## src/rtl/wb_cmd_master.sv

```systemverilog
// Wishbone classic initiator: one bus cycle per valid/ready command,
// with a bus-side timeout and a valid/ready response port.
module wb_cmd_master #(
  parameter int TIMEOUT = 64,
  parameter int TW      = 16
) (
  input  logic        clk,
  input  logic        rst,
  input  logic        cmd_valid,
  output logic        cmd_ready,
  input  logic        cmd_we,
  input  logic [31:0] cmd_adr,
  input  logic [31:0] cmd_dat,
  input  logic [3:0]  cmd_sel,
  output logic        rsp_valid,
  input  logic        rsp_ready,
  output logic [31:0] rsp_dat,
  output logic        rsp_err,
  output logic        wbm_cyc_o,
  output logic        wbm_stb_o,
  output logic        wbm_we_o,
  output logic [3:0]  wbm_sel_o,
  output logic [31:0] wbm_adr_o,
  output logic [31:0] wbm_dat_o,
  input  logic [31:0] wbm_dat_i,
  input  logic        wbm_ack_i,
  output logic        busy,
  output logic [7:0]  to_count
);

  typedef enum logic [1:0] {
    IDLE,
    BUS,
    RESP
  } state_t;

  localparam logic [TW-1:0] TMAX = TW'(TIMEOUT - 1);

  state_t        state, state_n;
  logic          cyc, cyc_n;
  logic          we_n;
  logic [3:0]    sel_n;
  logic [31:0]   adr_n, dat_n;
  logic          rv_n, re_n;
  logic [31:0]   rd_n;
  logic [TW-1:0] timer, timer_n;
  logic [7:0]    toc_n;

  assign cmd_ready = (state == IDLE) & ~rst;
  assign wbm_cyc_o = cyc;
  assign wbm_stb_o = cyc;
  assign busy      = (state != IDLE);

  always_ff @(posedge clk) begin
    if (rst) begin
      state     <= IDLE;
      cyc       <= 1'b0;
      wbm_we_o  <= 1'b0;
      wbm_sel_o <= '0;
      wbm_adr_o <= '0;
      wbm_dat_o <= '0;
      rsp_valid <= 1'b0;
      rsp_dat   <= '0;
      rsp_err   <= 1'b0;
      timer     <= '0;
      to_count  <= '0;
    end else begin
      state     <= state_n;
      cyc       <= cyc_n;
      wbm_we_o  <= we_n;
      wbm_sel_o <= sel_n;
      wbm_adr_o <= adr_n;
      wbm_dat_o <= dat_n;
      rsp_valid <= rv_n;
      rsp_dat   <= rd_n;
      rsp_err   <= re_n;
      timer     <= timer_n;
      to_count  <= toc_n;
    end
  end

  always_comb begin
    state_n = state;
    cyc_n   = cyc;
    we_n    = wbm_we_o;
    sel_n   = wbm_sel_o;
    adr_n   = wbm_adr_o;
    dat_n   = wbm_dat_o;
    rv_n    = rsp_valid;
    rd_n    = rsp_dat;
    re_n    = rsp_err;
    timer_n = timer;
    toc_n   = to_count;
    unique case (state)
      IDLE: begin
        if (cmd_valid) begin
          we_n    = cmd_we;
          sel_n   = cmd_sel;
          adr_n   = cmd_adr;
          dat_n   = cmd_dat;
          cyc_n   = 1'b1;
          timer_n = '0;
          state_n = BUS;
        end
      end
      BUS: begin
        // ack takes priority over an expiring timer on the same edge
        if (wbm_ack_i) begin
          cyc_n   = 1'b0;
          rd_n    = wbm_we_o ? 32'h0 : wbm_dat_i;
          re_n    = 1'b0;
          rv_n    = 1'b1;
          state_n = RESP;
        end else if (timer == TMAX) begin
          cyc_n   = 1'b0;
          rd_n    = 32'h0;
          re_n    = 1'b1;
          rv_n    = 1'b1;
          if (to_count != 8'hFF) toc_n = to_count + 8'd1;
          state_n = RESP;
        end else begin
          timer_n = timer + 1'b1;
        end
      end
      RESP: begin
        if (rsp_ready) begin
          rv_n    = 1'b0;
          state_n = IDLE;
        end
      end
      default: state_n = IDLE;
    endcase
  end

endmodule

```

## config.mk

```make
export PLATFORM = sky130hd
export DESIGN_NAME = wb_cmd_master
export DESIGN_NICKNAME = d
export VERILOG_FILES = /design/src/rtl/wb_cmd_master.sv
export SDC_FILE = /design/constraint.sdc
export NUM_CORES = 1
export LEC_CHECK = 0
export BUFFER_PORTS_ARGS = -buffer_cell sky130_fd_sc_hd__buf_2
export CELL_PAD_IN_SITES_DETAIL_PLACEMENT = 1
export CELL_PAD_IN_SITES_GLOBAL_PLACEMENT = 1
export CORE_AREA = 5 5 171 107
export CTS_CLUSTER_DIAMETER = 30
export DETAILED_ROUTE_END_ITERATION = 8
export DIE_AREA = 0 0 176 112
export PLACE_DENSITY = 0.82
export SLEW_MARGIN = 20
export SYNTH_ARGS = -nofsm -noshare
export SYNTH_HDL_FRONTEND = slang
export SYNTH_SLANG_ARGS = --single-unit
export TNS_END_PERCENT = 100
```

## constraint.sdc

```tcl
create_clock -name clk -period 6.05 [get_ports clk]
set_input_delay 0.3025 -clock clk [delete_from_list [all_inputs] [get_ports clk]]
set_output_delay 0.3025 -clock clk [all_outputs]
set_load 0.1 [all_outputs]
```

==> impl_metrics.yaml, run 1 <==
timing:
  fin_skew_ps: 12.7
  setup-tns-final_ps: 0
  final_hold_viol_count: 0
  setup_viol: 0
  tightest_slew_ps: 896
  slew_headroom_pct: 40.3
  fin_crit_sh_pct: 43.2
  drv_slew: 0
  timing.hold.ws_ps: 112
  rsz0062_at_grt: "no"
  finalWorstSetupSlack_ps: 3440
  fmax_ghz: 0.383
  timing.final.crit_period_ps: 2610
layout:
  antenna_cells: 0
  final_util_pct: 40.3
  num-nets-final: 878
  nFillCells: 2054
  design_area_sq_um: 6710
  layout-drive-gt1-share_pct: 34.2
  syn2layout_area_growth_pct: 37.7
place:
  hpwl_mm: 11.5
  io_buffers: 220
  place_ws_ps: 3490
  place_area_sq_um: 6150
  place.gp.congestion: 0.836
clocking:
  insertion_delay_ps: 410
  cts_made_buffers: 17
  cts_hold_buf: 0
  clk_pin_slew_ps: 60
  ctsRootBufferMaster: "clkbuf_16"
  cts_tree: "done"
  htree_levels: 4
  clock-sinks: 130
  post_cts_buffers: 0
  clockBufferDepth: 2
  cts_resized: 0
grt:
  antenna_found_initial: 0
  grt_max_degree: 83
  grt_pass1_vias: 4869
  grt-ovfl-total: 0
  grt_pass1_wl_mm: 25.7
  track_usage_pct: 16.1
routing:
  wl_mm: 16.2
  detail-route-antenna-nets: 0
  dr.pass1.iters: 4
  route.detailed.drc: 0
  via_per_inst: 4.86
  wl_per_cell_microns: 16.2
  drtIter0Drc: 292
  vias: 4845
synth:
  ys_async_sr_fraction_pct: 0
  yosys.area.top_type: "dfxtp_1"
  synth_top_area_share_pct: 53.4
  synth_warnings: 0
  synth-edff-count: 0
  synth_area_leaders: "dfxtp_1 (53%), nand2_1 (12%), a21oi_1 (9.0%), a22o_1 (5.8%), clkbuf_1 (3.0%)"
  synth_area_sq_um: 4870
  yosysSeqAreaShare_pct: 53.4
  netlist_instances: 567
  syn-num-nets: 675
  synth_area_per_cell_sq_um: 8.59
  ys_seq_elements: 130
  synth.distinct_cells: 43
  synth_ff_type: "dfxtp_1"
floorplanning:
  start_util_pct: 29.2
  rows: 37
  chipHeight_microns: 112
  die_area_sq_um: 19700
  core-area_sq_um: 16700
  ioPinCount: 221
  dieWidth_microns: 176
pwr:
  power_density_nw_per_um2: 355
  ir_worst_vdd_v: 0.000137
  power_leakage_nw: 2.98
setup_path:
  cpPeakStageDelay_ps: 830
  startpoint_type: "register"
  worstSetupEndpointType: "register"
  cp_data_arrival_time_ps: 2900
  path_cells: "ha_1 -> nand3_1 -> or4_1 -> nor4_1 -> mux2_2"
  crit_required_ps: 6340
  path_class: "reg -> reg"
  crit_slowest_cell: "or4_1"
  crit_fanout: 15
worst_hold_path:
  holdCritPathClass: "in -> reg"
outcome:
  status: "completed"
run:
  cap_viol_max_count: 0
[kinds of logic (layout without fill, tap and decap cells)]
family,Yosys count,after routing,synth area share [%]
flip-flops,130,130,53.4
XOR/XNOR,1,1,0.180
AND/OR/NAND/NOR,219,219,20.4
adder cells (fa/ha/maj),2,2,0.514
buffers and inverters,53,269,4.24
AO/OA/AOI/OAI,159,159,20.6
multiplexers,3,3,0.642
[stage by stage]
stage / power [mW] / cells
3_5_place_dp: 1.43 / 965
3_3_place_gp: 1.43 / 965
4_1_cts: 2.42 / 997
2_1_floorplan: 1.32 / 567
5_1_grt: 2.49 / 997
6_report: 2.38 / 997
[Yosys cell counts (4+ instances only)]
| library cell | number |
|---|---|
| nand2_1 | 150 |
| dfxtp_1 | 130 |
| a21oi_1 | 88 |
| clkbuf_1 | 39 |
| a22o_1 | 32 |
| inv_1 | 10 |
| o211ai_1 | 10 |
| nand4_1 | 9 |
| nor2_1 | 8 |
| nand3_1 | 7 |
| o21ai_0 | 7 |
| or3_1 | 7 |
| or4_1 | 7 |
| nor3_1 | 6 |
| nor4_1 | 5 |
| o31ai_1 | 5 |
| o2111ai_1 | 4 |
[path summary, 6_finish.rpt]
check / end / slack (ps) / start / depth (start not counted)
hold / removal: rsp_dat[25] / 110 / wbm_dat_i[25] / 2
setup reg to reg: to_count[7] / 3440 / timer[0] / 5
setup / recovery: to_count[7] / 3440 / timer[0] / 5
hold reg to reg: wbm_adr_o[27] / 450 / wbm_adr_o[27] / 2
[registers in the layout, summed over array words and instances, names as in the netlist, 2 cells and up]
signal	flops
rsp_dat	32
wbm_sel_o	4
wbm_dat_o	32
state	2
to_count	8
timer	16
wbm_adr_o	32
[per-layer routing]
metal  global-route usage (%)  part of all wire (%)  vias up  wire length (microns)
met5                        0                     0        -                      0
met4                     4.05                  0.70        0                    113
met3                     7.94                    11        8                   1720
met2                     23.5                    43      188                   6940
met1                     21.2                    46     2247                   7400
li1                         -                     -     2402                      -
[worst max-delay path: cells and delay by family (launching register included)]
| family | cells | cell delay, ps |
|---|---|---|
| mux | 1 | 370 |
| flops | 1 | 400 |
| simple gates | 3 | 1490 |
| fa+ha+maj | 1 | 240 |
[final cells by class]
type / instances / area, sq um / share of cell area (%)
Clock buffer: 18 / 429 / 6.40
Inverter: 10 / 37.5 / 0.559
Tap cell: 214 / 268 / 3.99
Timing Repair Buffer: 227 / 1160 / 17.2
Multi-Input combinational cell: 384 / 2080 / 31.1
Sequential cell: 130 / 2600 / 38.8
Clock inverter: 14 / 131 / 1.96
[layout by cell type (no fill, tap or decap), types with 4 or more instances in the layout]
cell and n:
nand2_1 150, clkbuf_16 17, nor2_1 8, a21oi_1 87, nand4_1 9, o211ai_1 10, nor3_1 6, a22o_1 32
or4_1 7, buf_2 219, buf_4 8, clkinv_4 6, o2111ai_1 4, or3_1 7, nand3_1 7, o21ai_0 7
dfxtp_1 130, inv_1 10, o31ai_1 5
[power breakdown]
group          leakage (nW)  internal [mW]  switching (mW)
registers              1.06          0.897          0.0214
logic                  1.65         0.0856           0.407
clock network         0.275          0.571           0.404
total                  2.98           1.55           0.832
Note: power is estimated with default switching activity, not from simulation.
==> run 2, diff against run 1 <==
--- a/config.mk
+++ b/config.mk
@@ -12,7 +12,7 @@
 export CTS_CLUSTER_DIAMETER = 30
 export DETAILED_ROUTE_END_ITERATION = 8
 export DIE_AREA = 0 0 176 112
-export PLACE_DENSITY = 0.82
+export PLACE_DENSITY = 0.85
 export SLEW_MARGIN = 20
 export SYNTH_ARGS = -nofsm -noshare
 export SYNTH_HDL_FRONTEND = slang
==> constraint.sdc (replaced) <==
create_clock -name clk -period 2.2 [get_ports clk]
set_input_delay 0.11 -clock clk [delete_from_list [all_inputs] [get_ports clk]]
set_output_delay 0.11 -clock clk [all_outputs]
set_load 0.1 [all_outputs]
==> run 2 against run 1 <==
Against the previous run: critical path type unchanged; first-iteration DRC count rose by 20%; non-clock buffer count increased by 130; worst setup slack lost 3400 ps; critical path depth decreased by 1.
==> impl_metrics.yaml, run 2 (synthesis gave the netlist of run 1 again) <==
grt:
  grt_pass1_wl_mm: 33.0
  antenna_found_initial: 0
  track_usage_pct: 20.7
  grt_pass1_vias: 5984
  grt_max_degree: 65
  grt-ovfl-total: 0
timing:
  fin_crit_sh_pct: 98.6
  slew_headroom_pct: 47.8
  tightest_slew_ps: 783
  fmax_ghz: 0.461
  final_hold_viol_count: 0
  timing.final.crit_period_ps: 2170
  fin_skew_ps: 13.6
  rsz0062_at_grt: "yes"
  drv_slew: 0
  setup_viol: 0
  setup-tns-final_ps: 0
layout:
  antenna_cells: 0
  most-common-layout-cells: "buf_2 (219), nand2_1 (149), dfxtp_1 (124), dlygate4sd3_1 (103), a21oi_1 (85)"
  top_regs: "rsp_dat x32, wbm_adr_o x32, wbm_dat_o x32"
  layout-drive-gt1-share_pct: 34.3
  syn2layout_area_growth_pct: 65.5
  final_common_cell: "buf_2"
  nFillCells: 1973
  layoutNonFillerInstCount: 1127
  num-nets-final: 1008
  design_area_sq_um: 8060
pwr:
  power_leakage_nw: 3.56
  ir_worst_vdd_v: 0.000475
  power_density_nw_per_um2: 844
  total_power_mw: 6.80
setup_path:
  startpoint_type: "register"
  startpoint: "timer[7]"
  worstSetupEndpoint: "to_count[4]"
  worstRegToRegCells: 4
  cp_data_arrival_time_ps: 2500
  crit_required_ps: 2530
  regToRegStartpoint: "timer[7]"
  worstSetupEndpointType: "register"
  crit_fanout: 6
  path_class: "reg -> reg"
  rr_endpoint: "to_count[4]"
  reg2reg_setup_slack_ps: 30
clocking:
  cts_tree: "done"
  clockBufferDepth: 2
  clock-sinks: 130
  htree_levels: 4
  post_cts_buffers: 0
  clk_pin_slew_ps: 60
  ctsRootBufferMaster: "clkbuf_16"
  insertion_delay_ps: 400
  cts_made_buffers: 17
routing:
  wl_met1_mm: 9.15
  dr.pass1.iters: 6
  route.detailed.drc: 0
  wl_per_cell_microns: 18.3
  top_layer: "met4"
  detail-route-antenna-nets: 0
  drtIter0Drc: 350
  via_per_inst: 4.93
  vias: 5557
  dr_wl_met3_mm: 1.50
  wl_mm: 20.6
  route.met2.wl_mm: 9.75
run:
  cap_viol_max_count: 0
place:
  io_buffers: 220
  place_area_sq_um: 6410
  hpwl_mm: 12.3
  place_inst: 992
  place.gp.congestion: 0.854
worst_hold_path:
  holdCritPathClass: "in -> reg"
floorplanning:
  dieWidth_microns: 176
  start_util_pct: 29.2
  die_area_sq_um: 19700
  ioPinCount: 221
  core-area_sq_um: 16700
  rows: 37
  chipHeight_microns: 112
outcome:
  status: "completed"
-- run 2: layout make-up --
| type | instances | area [sq um] | share of cell area [%] |
|---|---|---|---|
| multi-input cells | 384 | 2140 | 26.5 |
| clock inverters | 14 | 130 | 1.61 |
| inverters | 10 | 37.5 | 0.466 |
| clock buffers | 18 | 429 | 5.32 |
| repair buffers | 357 | 2450 | 30.4 |
| flip-flops and latches | 130 | 2610 | 32.4 |
| well taps | 214 | 268 | 3.32 |
-- run 2: timing repair --
| action | CTS | global route |
|---|---|---|
| hold buffers | 103 | 0 |
| endpoints found under the hold margin | 103 | 0 |
| endpoints found under the setup margin | 11 | 34 |
| gates resized for setup | 6 | 9 |
| pin swaps | 3 | 7 |
-- run 2: where the power goes --
group | leakage (nW) | switching, mW | internal [mW]
combinational | 2.24 | 1.19 | 0.384
clock | 0.260 | 1.12 | 1.57
sequential | 1.06 | 0.0633 | 2.47
-- run 2: how the worst min path moves through the flow --
| stage | to | depth (start not counted) | from | slack (ps) |
|---|---|---|---|---|
| finish | to_count[2] | 2 | rst | 250 |
| global route | to_count[4] | 2 | rst | 300 |
| CTS | to_count[2] | 2 | rst | 260 |
| detailed placement | rsp_dat[22] | 2 | wbm_dat_i[22] | 330 |
| global placement | rsp_dat[13] | 2 | wbm_dat_i[13] | 330 |
| floorplan | rsp_err | 1 | wbm_ack_i | 210 |
-- run 2: per-stage QoR --
stage	util (%)	hold WS (ps)	setup slack (ps)
CTS	48.1	258	19.6
global route	48.4	302	-18.3
finish	48.4	253	31.6
floorplan	-	207	7.02
detailed placement	38.5	332	-124
global placement	38.5	326	-87.2
-- run 2: layer usage --
layer | global-route usage, % | vias up
met3 | 6.58 | 18
met2 | 34.8 | 203
met1 | 25.8 | 2681
li1 | - | 2655
met5 | 0 | -
met4 | 5.04 | 0
-- run 2: critical path, stage by stage, from the launching register on --
cell	delay, ps
dfxtp_2	320
or4_4	540
or4_4	590
or4_1	540
a21oi_2	120
==> run 3, diff against run 2 <==
--- a/config.mk
+++ b/config.mk
@@ -5,13 +5,14 @@
 export SDC_FILE = /design/constraint.sdc
 export NUM_CORES = 1
 export LEC_CHECK = 0
+export ABC_CLOCK_PERIOD_IN_PS = 2200
 export BUFFER_PORTS_ARGS = -buffer_cell sky130_fd_sc_hd__buf_2
 export CELL_PAD_IN_SITES_DETAIL_PLACEMENT = 1
 export CELL_PAD_IN_SITES_GLOBAL_PLACEMENT = 1
-export CORE_AREA = 5 5 171 107
+export CORE_AREA = 5 5 134 136
 export CTS_CLUSTER_DIAMETER = 30
 export DETAILED_ROUTE_END_ITERATION = 8
-export DIE_AREA = 0 0 176 112
+export DIE_AREA = 0 0 139 141
 export PLACE_DENSITY = 0.85
 export SLEW_MARGIN = 20
 export SYNTH_ARGS = -nofsm -noshare
==> run 3 against run 2 <==
Against the previous run: sequential power about the same; flip-flop and latch count unchanged; combinational power about the same; wire length down 1.6%; via count up 0.32%; fmax up 1.4%.
==> impl_metrics.yaml, run 3 (synthesis gave the netlist of run 1 again) <==
outcome:
  status: "completed"
floorplanning:
  start_util_pct: 29.0
  core-area_sq_um: 16800
  die_area_sq_um: 19600
  dieWidth_microns: 139
  ioPinCount: 221
  rows: 48
  chipHeight_microns: 141
timing:
  final_hold_viol_count: 0
  finalWorstSetupSlack_ps: 62.4
  fin_skew_ps: 12.6
  setup_viol: 0
  fmax_ghz: 0.468
  tightest_slew_ps: 693
  slew_headroom_pct: 53.3
  timing.final.crit_period_ps: 2140
  fin_crit_sh_pct: 97.2
  rsz0062_at_grt: "yes"
  drv_slew: 0
  timing.hold.ws_ps: 137
routing:
  via_per_inst: 4.90
  wl_mm: 20.3
  detail-route-antenna-nets: 0
  drtIter0Drc: 214
  wl_per_cell_microns: 17.8
  route.detailed.drc: 0
  vias: 5575
  dr.pass1.iters: 4
worst_hold_path:
  min_from: "rst"
  holdCritPathClass: "in -> reg"
  hold_depth: 2
  whs_endpoint: "to_count[4]"
clocking:
  clk_pin_slew_ps: 50
  cts_made_buffers: 17
  clockBufferDepth: 2
  post_cts_buffers: 0
  cts_tree: "done"
  clock-sinks: 130
  ctsRootBufferMaster: "clkbuf_16"
  insertion_delay_ps: 410
  htree_levels: 4
setup_path:
  rr_endpoint: "to_count[4]"
  startpoint: "timer[7]"
  cp_data_arrival_time_ps: 2480
  crit_fanout: 5
  regToRegStartpoint: "timer[7]"
  path_class: "reg -> reg"
  worstRegToRegCells: 4
  worstSetupEndpointType: "register"
  startpoint_type: "register"
  crit_required_ps: 2550
  reg2reg_setup_slack_ps: 60
place:
  place_ws_ps: -96.3
  place_area_sq_um: 6390
  hpwl_mm: 12.1
  io_buffers: 220
  place.gp.congestion: 0.814
layout:
  top_regs: "rsp_dat x32, wbm_adr_o x32, wbm_dat_o x32"
  most-common-layout-cells: "buf_2 (219), nand2_1 (150), dfxtp_1 (126), dlygate4sd3_1 (103), a21oi_1 (86)"
  design_area_sq_um: 8090
  layout-drive-gt1-share_pct: 33.3
  nFillCells: 2026
  num-nets-final: 1007
  syn2layout_area_growth_pct: 66.0
  ff_latch_area_sq_um: 2610
  final_util_pct: 48.1
  final_common_cell: "buf_2"
  multi_input_area_sq_um: 2140
pwr:
  power_leakage_nw: 3.60
  ir_worst_vdd_v: 0.000451
  power_density_nw_per_um2: 871
grt:
  grt-ovfl-total: 0
  grt_pass1_vias: 6012
  antenna_found_initial: 1
  grt_pass1_wl_mm: 31.9
  grt_max_degree: 46
  track_usage_pct: 20.1
run:
  cap_viol_max_count: 0
==> run 3: cell types whose count changed in the layout (fill, tap and decap cells not counted), sizes merged <==
cell,previous run,this run
inv,15,10
buf,254,253
clkinvlp,5,2
clkbuf,18,21
clkinv,3,4
bufinv,1,4
diode,0,2
==> run 3: metrics by stage <==
stage | std cells | TNS (ps) | power (mW)
after floorplan | 567 | 0 | 3.64
after global placement | 1002 | -26.8 | 3.95
after detailed placement | 1002 | -224 | 3.97
after CTS | 1136 | 0 | 7.10
after global routing | 1137 | 0 | 7.30
final | 1138 | 0 | 7.05
==> run 3: critical path: stages (launching register included) <==
cell and delay [ps]:
dfxtp_2 340, or4_4 530, or4_4 540, or4_4 530, a21oi_2 130
==> run 3: layout make-up <==
class,count,share of cell area [%]
inverters,10,0.464
flip-flops and latches,130,32.2
diodes,2,0.0619
repair buffers,356,29.8
well taps,225,3.48
clock inverters,10,1.96
clock buffers,21,5.57
multi-input cells,384,26.4
==> run 3: per-layer routing <==
layer	vias to the layer above	global-route usage [%]	wire length [microns]
li1	2653	-	-
met2	167	37.3	11000
met3	48	5.63	969
met4	0	9.32	647
met5	-	0	0
met1	2707	21.1	7710
==> run 3: report_power, final <==
group | switching (mW) | total, mW | internal [mW]
Clock | 1.04 | 2.95 | 1.92
Combinational | 1.19 | 1.56 | 0.376
Sequential | 0.0612 | 2.53 | 2.47
Total | 2.29 | 7.05 | 4.76
==> run 3: worst max path at each step <==
stage                  endpoint  slack (ps)  depth (start not counted)
floorplan           to_count[5]           7                          6
global placement    to_count[7]         -30                          5
detailed placement  to_count[7]        -100                          5
CTS                 to_count[7]           5                          5
global route        to_count[0]           4                          5
finish              to_count[4]          60                          4
==> run 3: what timing repair did <==
| item | CTS | global route |
|---|---|---|
| gates resized for setup | 2 | 8 |
| endpoints found under the hold margin | 103 | 0 |
| setup endpoints to repair | 6 | 36 |
| hold buffers | 103 | 0 |
| pin swaps | 1 | 1 |
